[config.mk]
export PLATFORM = sky130hd
export DESIGN_NAME = fetch_prefetch_buffer
export DESIGN_NICKNAME = d
export VERILOG_FILES = /design/src/rtl/fetch_prefetch_buffer_pkg.sv /design/src/rtl/fetch_prefetch_buffer_fifo.sv /design/src/rtl/fetch_prefetch_buffer.sv
export SDC_FILE = /design/constraint.sdc
export NUM_CORES = 1
export LEC_CHECK = 0
export BUFFER_PORTS_ARGS = -buffer_cell sky130_fd_sc_hd__buf_2
export CORE_MARGIN = 5
export CORE_UTILIZATION = 25
export DETAILED_ROUTE_END_ITERATION = 6
export REMOVE_ABC_BUFFERS = 1
export SYNTH_ARGS = -nofsm -noshare
export SYNTH_HDL_FRONTEND = slang
export SYNTH_SLANG_ARGS = --single-unit
[constraint.sdc]
create_clock -name clk -period 5.2 [get_ports clk]
set_input_delay 1.04 -clock clk [delete_from_list [all_inputs] [get_ports clk]]
set_output_delay 1.04 -clock clk [all_outputs]
set_load 0.1 [all_outputs]
[src/rtl/fetch_prefetch_buffer_pkg.sv]
// rtl/fetch_prefetch_buffer_pkg.sv - shared fetch front-end definitions
package fetch_prefetch_buffer_pkg;

    localparam int XLEN    = 32;
    localparam int INSTR_W = 32;
    localparam int PC_W    = 32;

    localparam logic [INSTR_W-1:0] NOP_INSTR = 32'h0000_0013;

    // One buffered fetch result: bus error flag, its PC, and the returned word.
    typedef struct packed {
        logic               fault;
        logic [PC_W-1:0]    pc;
        logic [INSTR_W-1:0] instr;
    } fetch_entry_t;

    localparam int ENTRY_W = $bits(fetch_entry_t);

    // Word-align an address by clearing the two byte-offset bits.
    function automatic logic [PC_W-1:0] word_align(input logic [PC_W-1:0] addr);
        return addr & ~32'h3;
    endfunction

endpackage

[src/rtl/fetch_prefetch_buffer_fifo.sv]
// rtl/fetch_prefetch_buffer_fifo.sv - parameterised synchronous FIFO with flush
module sync_fifo #(
    parameter int WIDTH = 8,
    parameter int DEPTH = 2
) (
    input  logic                       clk,
    input  logic                       i_reset,
    input  logic                       i_flush,
    input  logic                       i_push,
    input  logic [WIDTH-1:0]           i_push_data,
    input  logic                       i_pop,
    output logic [WIDTH-1:0]           o_head_data,
    output logic [$clog2(DEPTH+1)-1:0] o_count,
    output logic                       o_full,
    output logic                       o_empty
);

    localparam int CNT_W = $clog2(DEPTH + 1);
    localparam int PTR_W = (DEPTH > 1) ? $clog2(DEPTH) : 1;

    logic [WIDTH-1:0] r_mem [DEPTH];
    logic [PTR_W-1:0] r_wr_ptr;
    logic [PTR_W-1:0] r_rd_ptr;
    logic [CNT_W-1:0] r_count;

    logic w_do_push;
    logic w_do_pop;

    // Pointers wrap explicitly so non-power-of-two depths work.
    function automatic logic [PTR_W-1:0] ptr_inc(input logic [PTR_W-1:0] p);
        return (p == PTR_W'(DEPTH - 1)) ? '0 : p + PTR_W'(1);
    endfunction

    assign w_do_push   = i_push && !o_full && !i_flush;
    assign w_do_pop    = i_pop && !o_empty && !i_flush;
    assign o_count     = r_count;
    assign o_full      = (r_count == CNT_W'(DEPTH));
    assign o_empty     = (r_count == '0);
    assign o_head_data = r_mem[r_rd_ptr];

    // Storage array: written on push only, no reset needed.
    always_ff @(posedge clk) begin
        if (w_do_push) begin
            r_mem[r_wr_ptr] <= i_push_data;
        end
    end

    // Pointer and occupancy tracking; flush empties the FIFO in one cycle.
    always_ff @(posedge clk) begin
        if (i_reset || i_flush) begin
            r_wr_ptr <= '0;
            r_rd_ptr <= '0;
            r_count  <= '0;
        end else begin
            if (w_do_push) begin
                r_wr_ptr <= ptr_inc(r_wr_ptr);
            end
            if (w_do_pop) begin
                r_rd_ptr <= ptr_inc(r_rd_ptr);
            end
            case ({w_do_push, w_do_pop})
                2'b10:   r_count <= r_count + CNT_W'(1);
                2'b01:   r_count <= r_count - CNT_W'(1);
                default: r_count <= r_count;
            endcase
        end
    end

endmodule

[src/rtl/fetch_prefetch_buffer.sv]
// rtl/fetch_prefetch_buffer.sv - sequential instruction prefetch with redirect flush
module fetch_prefetch_buffer
    import fetch_prefetch_buffer_pkg::*;
#(
    parameter int          DEPTH    = 2,
    parameter logic [31:0] RESET_PC = 32'h0000_0000
) (
    input  logic        clk,
    input  logic        reset,
    input  logic        redirect_i,
    input  logic [31:0] redirect_pc_i,
    input  logic        instr_ready_i,
    output logic        instr_valid_o,
    output logic [31:0] instr_o,
    output logic [31:0] pc_o,
    output logic        fault_o,
    output logic        imem_req_o,
    output logic [31:0] imem_addr_o,
    input  logic        imem_gnt_i,
    input  logic        imem_rvalid_i,
    input  logic [31:0] imem_rdata_i,
    input  logic        imem_err_i
);

    localparam int CNT_W = $clog2(DEPTH + 1);
    localparam int SUM_W = CNT_W + 1;

    logic [PC_W-1:0]  r_fetch_addr;
    logic [PC_W-1:0]  r_resp_pc;
    logic [CNT_W-1:0] r_outstanding;
    logic [CNT_W-1:0] r_discard;

    logic [CNT_W-1:0] w_fifo_count;
    logic             w_fifo_full;
    logic             w_fifo_empty;
    fetch_entry_t     w_head;
    fetch_entry_t     w_push_entry;
    logic [SUM_W-1:0] w_in_use;
    logic             w_req;
    logic             w_gnt;
    logic             w_rsp;
    logic             w_push;
    logic             w_pop;
    logic [PC_W-1:0]  w_redirect_pc;

    // Occupancy cap counts both buffered words and words still on the bus.
    assign w_in_use      = SUM_W'(w_fifo_count) + SUM_W'(r_outstanding);
    assign w_req         = !reset && !redirect_i && (w_in_use < SUM_W'(DEPTH));
    assign w_gnt         = w_req && imem_gnt_i;
    assign w_rsp         = imem_rvalid_i && (r_outstanding != '0);
    assign w_push        = w_rsp && (r_discard == '0) && !redirect_i && !reset && !w_fifo_full;
    assign w_pop         = instr_valid_o && instr_ready_i;
    assign w_redirect_pc = word_align(redirect_pc_i);

    assign w_push_entry = '{fault: imem_err_i, pc: r_resp_pc, instr: imem_rdata_i};

    sync_fifo #(
        .WIDTH (ENTRY_W),
        .DEPTH (DEPTH)
    ) u_fifo (
        .clk         (clk),
        .i_reset     (reset),
        .i_flush     (redirect_i),
        .i_push      (w_push),
        .i_push_data (w_push_entry),
        .i_pop       (w_pop),
        .o_head_data (w_head),
        .o_count     (w_fifo_count),
        .o_full      (w_fifo_full),
        .o_empty     (w_fifo_empty)
    );

    // In-flight and to-be-dropped response counters; a response retiring in
    // the redirect cycle is removed from the discard count immediately.
    always_ff @(posedge clk) begin
        if (reset) begin
            r_outstanding <= '0;
            r_discard     <= '0;
        end else begin
            r_outstanding <= r_outstanding + CNT_W'(w_gnt) - CNT_W'(w_rsp);
            if (redirect_i) begin
                r_discard <= r_outstanding - CNT_W'(w_rsp) + CNT_W'(w_gnt);
            end else if (w_rsp && (r_discard != '0)) begin
                r_discard <= r_discard - CNT_W'(1);
            end
        end
    end

    // Request address and response PC both restart at the redirect target.
    always_ff @(posedge clk) begin
        if (reset) begin
            r_fetch_addr <= RESET_PC;
            r_resp_pc    <= RESET_PC;
        end else if (redirect_i) begin
            r_fetch_addr <= w_redirect_pc;
            r_resp_pc    <= w_redirect_pc;
        end else begin
            if (w_gnt) begin
                r_fetch_addr <= r_fetch_addr + 32'd4;
            end
            if (w_push) begin
                r_resp_pc <= r_resp_pc + 32'd4;
            end
        end
    end

    assign instr_valid_o = !w_fifo_empty;
    assign instr_o       = w_head.instr;
    assign pc_o          = w_head.pc;
    assign fault_o       = instr_valid_o && w_head.fault;
    assign imem_req_o    = w_req;
    assign imem_addr_o   = r_fetch_addr;

endmodule
==> results of run 1 <==
[critical path: stages]
cell and delay, ns:
buf_2 0.17, or2_2 0.46, nor3_1 0.28, buf_2 0.49
[final timing paths]
check / to / slack [ns] / depth (start not counted)
hold reg to reg: flip-flop / 0.50 / 2
setup reg to reg: imem_addr_o[23] / 2.03 / 6
setup / recovery: imem_req_o / 1.71 / 4
hold / removal: flip-flop / 0.50 / 2
[sequential cells by signal, summed over array words and instances (netlist names), named ones only]
register         flops
u_fifo.r_mem       126
r_outstanding        2
u_fifo.r_rd_ptr      1
r_discard            2
u_fifo.r_wr_ptr      1
u_fifo.o_count       2
r_resp_pc           30
imem_addr_o         30
[routing by layer]
layer / vias up / routed length (µm)
met5: - / 7
met4: 2 / 373
met3: 24 / 1340
met2: 207 / 11000
met1: 2880 / 10100
li1: 2835 / -
[layout by cell type (no fill, tap or decap), drive strengths merged, types with 8 or more instances in the layout]
| master | n |
|---|---|
| a21oi | 31 |
| a31oi | 17 |
| inv | 21 |
| and2 | 9 |
| edfxtp | 126 |
| buf | 168 |
| mux2 | 70 |
| nand3 | 24 |
| nor2 | 41 |
| dfxtp | 69 |
| xor2 | 15 |
| nor4 | 15 |
| or3 | 10 |
| nor3 | 13 |
| nand2 | 46 |
| nand4 | 17 |
| and3 | 9 |
| xnor2 | 22 |
| clkbuf | 18 |
| o21ai | 23 |
| a211oi | 8 |
[cell families after synthesis]
| kind of cell | Yosys count | synth area share |
|---|---|---|
| AO/OA/AOI/OAI | 106 | 0.0762 |
| XOR/XNOR | 37 | 0.0386 |
| adder cells (fa/ha/maj) | 7 | 0.0113 |
| buffers and inverters | 50 | 0.0249 |
| flip-flops | 195 | 0.616 |
| multiplexers | 77 | 0.102 |
| other | 1 | 0.000447 |
| AND/OR/NAND/NOR | 202 | 0.131 |
[cell type report]
class,count,share of cell area
clock buffer,18,0.0438
clock inverter,14,0.0151
inverter,14,0.00511
multi-input combinational,433,0.296
sequential,195,0.503
tap,448,0.0545
timing repair buffer,168,0.0830
[stage by stage]
step	area (µm²)	hold WS, ns	util	worst slack, ns
after floorplan	8250	0.454	-	0.239
after global placement	9670	0.484	0.290	1.70
after detailed placement	9670	0.494	0.290	1.70
after CTS	10300	0.501	0.308	1.70
after global routing	10300	0.532	0.308	1.64
final	10300	0.503	0.308	1.71
[power by group through the flow]
| stage | Sequential (mW) | Clock [mW] | Combinational (mW) |
|---|---|---|---|
| 6_report | 1.78 | 1.33 | 0.576 |
| 5_1_grt | 1.79 | 1.44 | 0.612 |
| 4_1_cts | 1.78 | 1.38 | 0.581 |
| 3_5_place_dp | 1.81 | 0 | 0.579 |
| 3_3_place_gp | 1.81 | 0 | 0.574 |
| 2_1_floorplan | 1.91 | 0 | 0.328 |
==> run_results.csv, run 1 <==
group,metric,value,unit
cells_and_area,diodes,0,
timing,rsz0062_at_grt,"no",
route,wl_per_cell,17.7,µm
setup_path,rr_startpoint,"u_fifo.o_count[0]",
synthesis,synth.top_cell.area_share,0.451,
synthesis,yosys-top-cells-area,"edfxtp_1, dfxtp_1, mux2_2",
clock_tree,cts.path.max_buffers,2,
job,cap_violations,0,
timing,slew_headroom,0.339,
cells_and_area,fillers,3485,
placed_design,io_buffers,163,
route,wl,22.8,mm
timing,tightestPinTransition,0.988,ns
setup_path,cp.arrival,2.45,ns
grt,overflow,0,
cells_and_area,sequential_cell_area,5170,µm²
synthesis,synth_ff_type,"edfxtp_1",
power_and_ir_drop,seq_power_share,0.482,
power_and_ir_drop,combPwrFrac,0.156,
cells_and_area,fin_nets,907,
power_and_ir_drop,pwr-share-clk,0.362,
clock_tree,htreeDepth,4,
grt,grt.total_usage,0.118,
min_path,min_path_type,"flip-flop to flip-flop",
synthesis,synth_edf_count,126,
grt,use_met1,0.150,
grt,met3_usage,0.0313,
die,die_height,193,µm
placed_design,gp_congestion,0.791,
setup_path,crit_required,4.16,ns
clock_tree,cts-root-buf,"clkbuf_16",
timing,finalHoldViolations,0,
setup_path,worstSetupStartpoint,"redirect_i",
grt,grt_use_met2,0.199,
grt,grt_pass1_vias,5832,
die,coreArea,33400,µm²
clock_tree,cts.sinks,195,
clock_tree,cts.reportedPaths.clkPinSlew,0.09,ns
timing,tns,0,ns
synthesis,netlist_area,8390,µm²
synthesis,synth_cells,675,
setup_path,end_kind,"primary output",
cells_and_area,multiInputGateArea,3040,µm²
power_and_ir_drop,internal-power,2.52,mW
power_and_ir_drop,p_switching,1.17,mW
outcome,status,"finished, final reports clean",
grt,busiest_layer,"met2",
power_and_ir_drop,cellLeakagePower,3.60,nW
synthesis,netlist.top_cell.by_area,"edfxtp_1",
power_and_ir_drop,power,3.69,mW
clock_tree,clk-insertion-delay-late,0.44,ns
cells_and_area,stdcell_count,1290,
placed_design,dp_hpwl,16.0,mm
timing,post-route-period-util,0.670,
grt,grt_max_degree,64,
route,drt-initial-drc-count,521,
timing,fin_skew,0.0216,ns
setup_path,critical_path_class,"input port to primary output",
placed_design,dp_cells,1258,
cells_and_area,area_growth,22.5,%
grt,antenna_found_initial,1,
synthesis,post-synth-top-count-cell,"edfxtp_1",
setup_path,critPathMaxFanout,13,
timing,fin_crit,3.49,ns
timing,setup_viol,0,
clock_tree,cts_tree,"yes",
power_and_ir_drop,p_sw_frac,0.316,
route,drc,0,
power_and_ir_drop,ir_worst_vdd,0.208,mV
synthesis,ys_seq_area_frac,0.616,
route,first_pass_iters,5,
route,antenna_left,0,
clock_tree,post_cts_buffers,0,
die,rows,67,
die,die-area,37300,µm²
clock_tree,numCtsBuffers,17,
clock_tree,postCtsHoldBufs,0,
synthesis,synthArstFlopShare,0,
min_path,hp-start,"u_fifo.r_rd_ptr",
die,ios,170,
power_and_ir_drop,power.density,359,nW/µm²
clock_tree,cts-resized-gates,0,
synthesis,synth_commonest_cells,"edfxtp_1, dfxtp_1, mux2_2",
route,post_drt_via_cell_ratio,4.61,
die,dieWidth,193,µm
setup_path,critPathLaunchType,"input port",
synthesis,synth_seq_cells,195,
timing,slew_viol_final,0,
synthesis,synth.distinct_cells,51,
grt,grt_first_pass_wirelength,34.6,mm
synthesis,synth.avg_cell_area,12.4,µm²
die,start_util,0.251,
synthesis,ys_warn_count,0,
timing,timing.fmax,287,MHz
route,num_vias,5948,
cells_and_area,drive_gt1_frac,0.334,
(Power assumes the default switching activity.)
==> run 2: changes to the inputs <==
--- a/config.mk
+++ b/config.mk
@@ -5,6 +5,7 @@
 export SDC_FILE = /design/constraint.sdc
 export NUM_CORES = 1
 export LEC_CHECK = 0
+export ABC_AREA = 1
 export BUFFER_PORTS_ARGS = -buffer_cell sky130_fd_sc_hd__buf_2
 export CORE_MARGIN = 5
 export CORE_UTILIZATION = 25
==> constraint.sdc (replaced) <==
create_clock -name clk -period 3.3 [get_ports clk]
set_input_delay 0.66 -clock clk [delete_from_list [all_inputs] [get_ports clk]]
set_output_delay 0.66 -clock clk [all_outputs]
set_load 0.1 [all_outputs]
==> run 2 against run 1 <==
Compared with the run above: die area increased by 9.8%; flip-flop and latch count is the same; non-clock buffer count up 6; clock-buffer cell count is 3 higher; via count is 31% higher; final area grew 8.3%; power is 55% higher; worst setup slack worse by 1.2 ns; critical path depth grew 1; area after synthesis rose by 10%; global-route usage up 0.93 points; critical path type is now flip-flop to primary output.
==> run_results.csv, run 2 <==
group,metric,value,unit
outcome,status,"finished, final reports clean",
setup_path,rr_startpoint,"u_fifo.o_count[0]",
timing,finalHoldViolations,0,
synthesis,synthArstFlopShare,0,
timing,fin_crit,2.79,ns
synthesis,netlist_area,9260,µm²
setup_path,end_kind,"primary output",
cells_and_area,final_cell_mix,"nand2_1, buf_2, edfxtp_1, inv_1, nor2_1",
synthesis,ys_warn_count,0,
synthesis,synth.distinct_cells,36,
grt,use_met1,0.171,
synthesis,yosys.area_share.simple,0.295,
placed_design,place_area,10600,µm²
timing,timing.fmax,358,MHz
timing,rsz0062_at_grt,"no",
cells_and_area,fillers,3934,
clock_tree,cts_tree,"yes",
grt,overflow,0,
clock_tree,cts-root-buf,"clkbuf_16",
cells_and_area,area_growth,20.2,%
clock_tree,clk-insertion-delay-late,0.45,ns
grt,grt_max_degree,64,
timing,worst_slack,0.509,ns
cells_and_area,fin_nets,1377,
clock_tree,cts.path.max_buffers,2,
route,post_drt_via_cell_ratio,4.37,
placed_design,dp_hpwl,18.9,mm
min_path,hp-start,"imem_rdata_i[2]",
die,rows,70,
synthesis,synth_compound_area_frac,0.0601,
placed_design,gp_congestion,0.847,
setup_path,crit_required,2.64,ns
synthesis,synth_mux_area_frac,0,
route,wl_per_cell,14.8,µm
route,first_pass_iters,6,
setup_path,critPathLaunchType,"flip-flop",
placed_design,io_buffers,163,
route,num_vias,7773,
grt,antenna_found_initial,0,
synthesis,netlist.top_cell.by_area,"edfxtp_1",
cells_and_area,diodes,0,
min_path,min_path_type,"input port to flip-flop",
synthesis,synth_ff_type,"edfxtp_1",
timing,fin_skew,0.0155,ns
placed_design,dp_cells,1748,
die,die-area,41000,µm²
power_and_ir_drop,power.density,514,nW/µm²
die,coreArea,36600,µm²
timing,tightestPinTransition,0.747,ns
setup_path,critical_path_class,"flip-flop to primary output",
synthesis,synthXorXnorAreaFrac,0.0113,
timing,slew_headroom,0.502,
synthesis,yosys-top-cells-area,"edfxtp_1, nand2_1, dfxtp_1",
cells_and_area,regMostFlops,"u_fifo.r_mem",
cells_and_area,drive_gt1_frac,0.167,
die,die_height,202,µm
setup_path,cp.arrival,2.13,ns
grt,grt_pass1_vias,7429,
grt,grt.total_usage,0.128,
power_and_ir_drop,ir_worst_vdd,0.375,mV
cells_and_area,final_area,11100,µm²
die,start_util,0.253,
clock_tree,cts.reportedPaths.clkPinSlew,0.07,ns
synthesis,ys_seq_area_frac,0.558,
clock_tree,postCtsHoldBufs,0,
cells_and_area,stdcell_count,1780,
die,dieWidth,202,µm
cells_and_area,largest_reg_flops,126,
placed_design,dpl_worst_slack,0.887,ns
synthesis,synth_cells,1141,
job,cap_violations,0,
grt,grt_use_met2,0.206,
clock_tree,cts-resized-gates,0,
clock_tree,post_cts_buffers,0,
synthesis,synth.top_cell.area_share,0.408,
grt,busiest_layer,"met2",
synthesis,post-synth-top-count-cell,"nand2_1",
timing,post-route-period-util,0.846,
grt,met3_usage,0.0295,
power_and_ir_drop,power,5.72,mW
clock_tree,htreeDepth,4,
synthesis,synth_edf_count,126,
route,antenna_left,0,
die,ios,170,
timing,slew_viol_final,0,
synthesis,synth_fa_ha_area_frac,0.0103,
synthesis,synth.avg_cell_area,8.12,µm²
timing,setup_viol,0,
synthesis,synth_seq_cells,195,
setup_path,critPathMaxFanout,26,
synthesis,synth_top_family_by_area,"simple AND/OR/NAND/NOR gates",
route,drt-initial-drc-count,526,
clock_tree,cts.sinks,195,
route,drc,0,
cells_and_area,layout_commonest_cell,"nand2_1",
synthesis,synth_commonest_cells,"nand2_1, edfxtp_1, inv_1",
grt,grt_first_pass_wirelength,40.9,mm
route,wl,26.3,mm
clock_tree,numCtsBuffers,17,
power_and_ir_drop,cellLeakagePower,4.63,nW
## run 2: cell count changes after synthesis, sizes merged, moves of 8 or more
cell,before,now
a21oi,31,51
a211oi,8,0
nor2,41,100
mux2,70,0
nand2,46,506
xnor2,22,4
or3,10,0
nor3,13,0
nand4,17,5
nand3,24,56
nor4,15,1
and3,9,1
inv,14,108
## run 2: final timing paths
path,to,slack [ns],cells after the start
max,pc_o[21],0.51,5
min,u_fifo.r_mem[0][2],0.40,1
min reg2reg,flip-flop,0.47,2
max reg2reg,r_discard[1],0.90,12
## run 2: final cells by class
| type | instances | area (µm²) | area share |
|---|---|---|---|
| Sequential cell | 195 | 5170 | 0.464 |
| Tap cell | 468 | 586 | 0.0526 |
| Multi-Input combinational cell | 803 | 3520 | 0.316 |
| Timing Repair Buffer | 174 | 923 | 0.0829 |
| Clock inverter | 11 | 77.6 | 0.00697 |
| Clock buffer | 21 | 460 | 0.0414 |
| Inverter | 108 | 405 | 0.0364 |
## run 2: cell families after synthesis
logic type / Yosys count
other cells: 1
flops: 195
simple gates: 678
buf+inv: 146
fa+ha+maj: 7
compound gates: 102
xor+xnor: 12
## run 2: per-stage QoR
stage                     hold slack, ns  utilization  setup TNS [ns]
after CTS                          0.381        0.304               0
final                              0.404        0.304               0
after floorplan                    0.447            -         -118.13
after global placement             0.454        0.289               0
after global routing               0.382        0.304               0
after detailed placement           0.458        0.289               0
## run 2: critical path, cell delays in order, from the launching register on
cell and delay, ns:
dfxtp_2 0.32, inv_2 0.37, buf_4 0.38, nand2_1 0.08, nand2_1 0.08, buf_2 0.43
## run 2: per-layer routing
metal  vias up  part of all wire
met5         -                 0
li1       3950                 -
met1      3623              0.47
met3        21             0.047
met4         0             0.019
met2       179              0.46
## run 2: power breakdown
part           internal (mW)  switching (mW)
logic                  0.193           0.775
clock network           1.00           0.946
registers               2.70           0.103
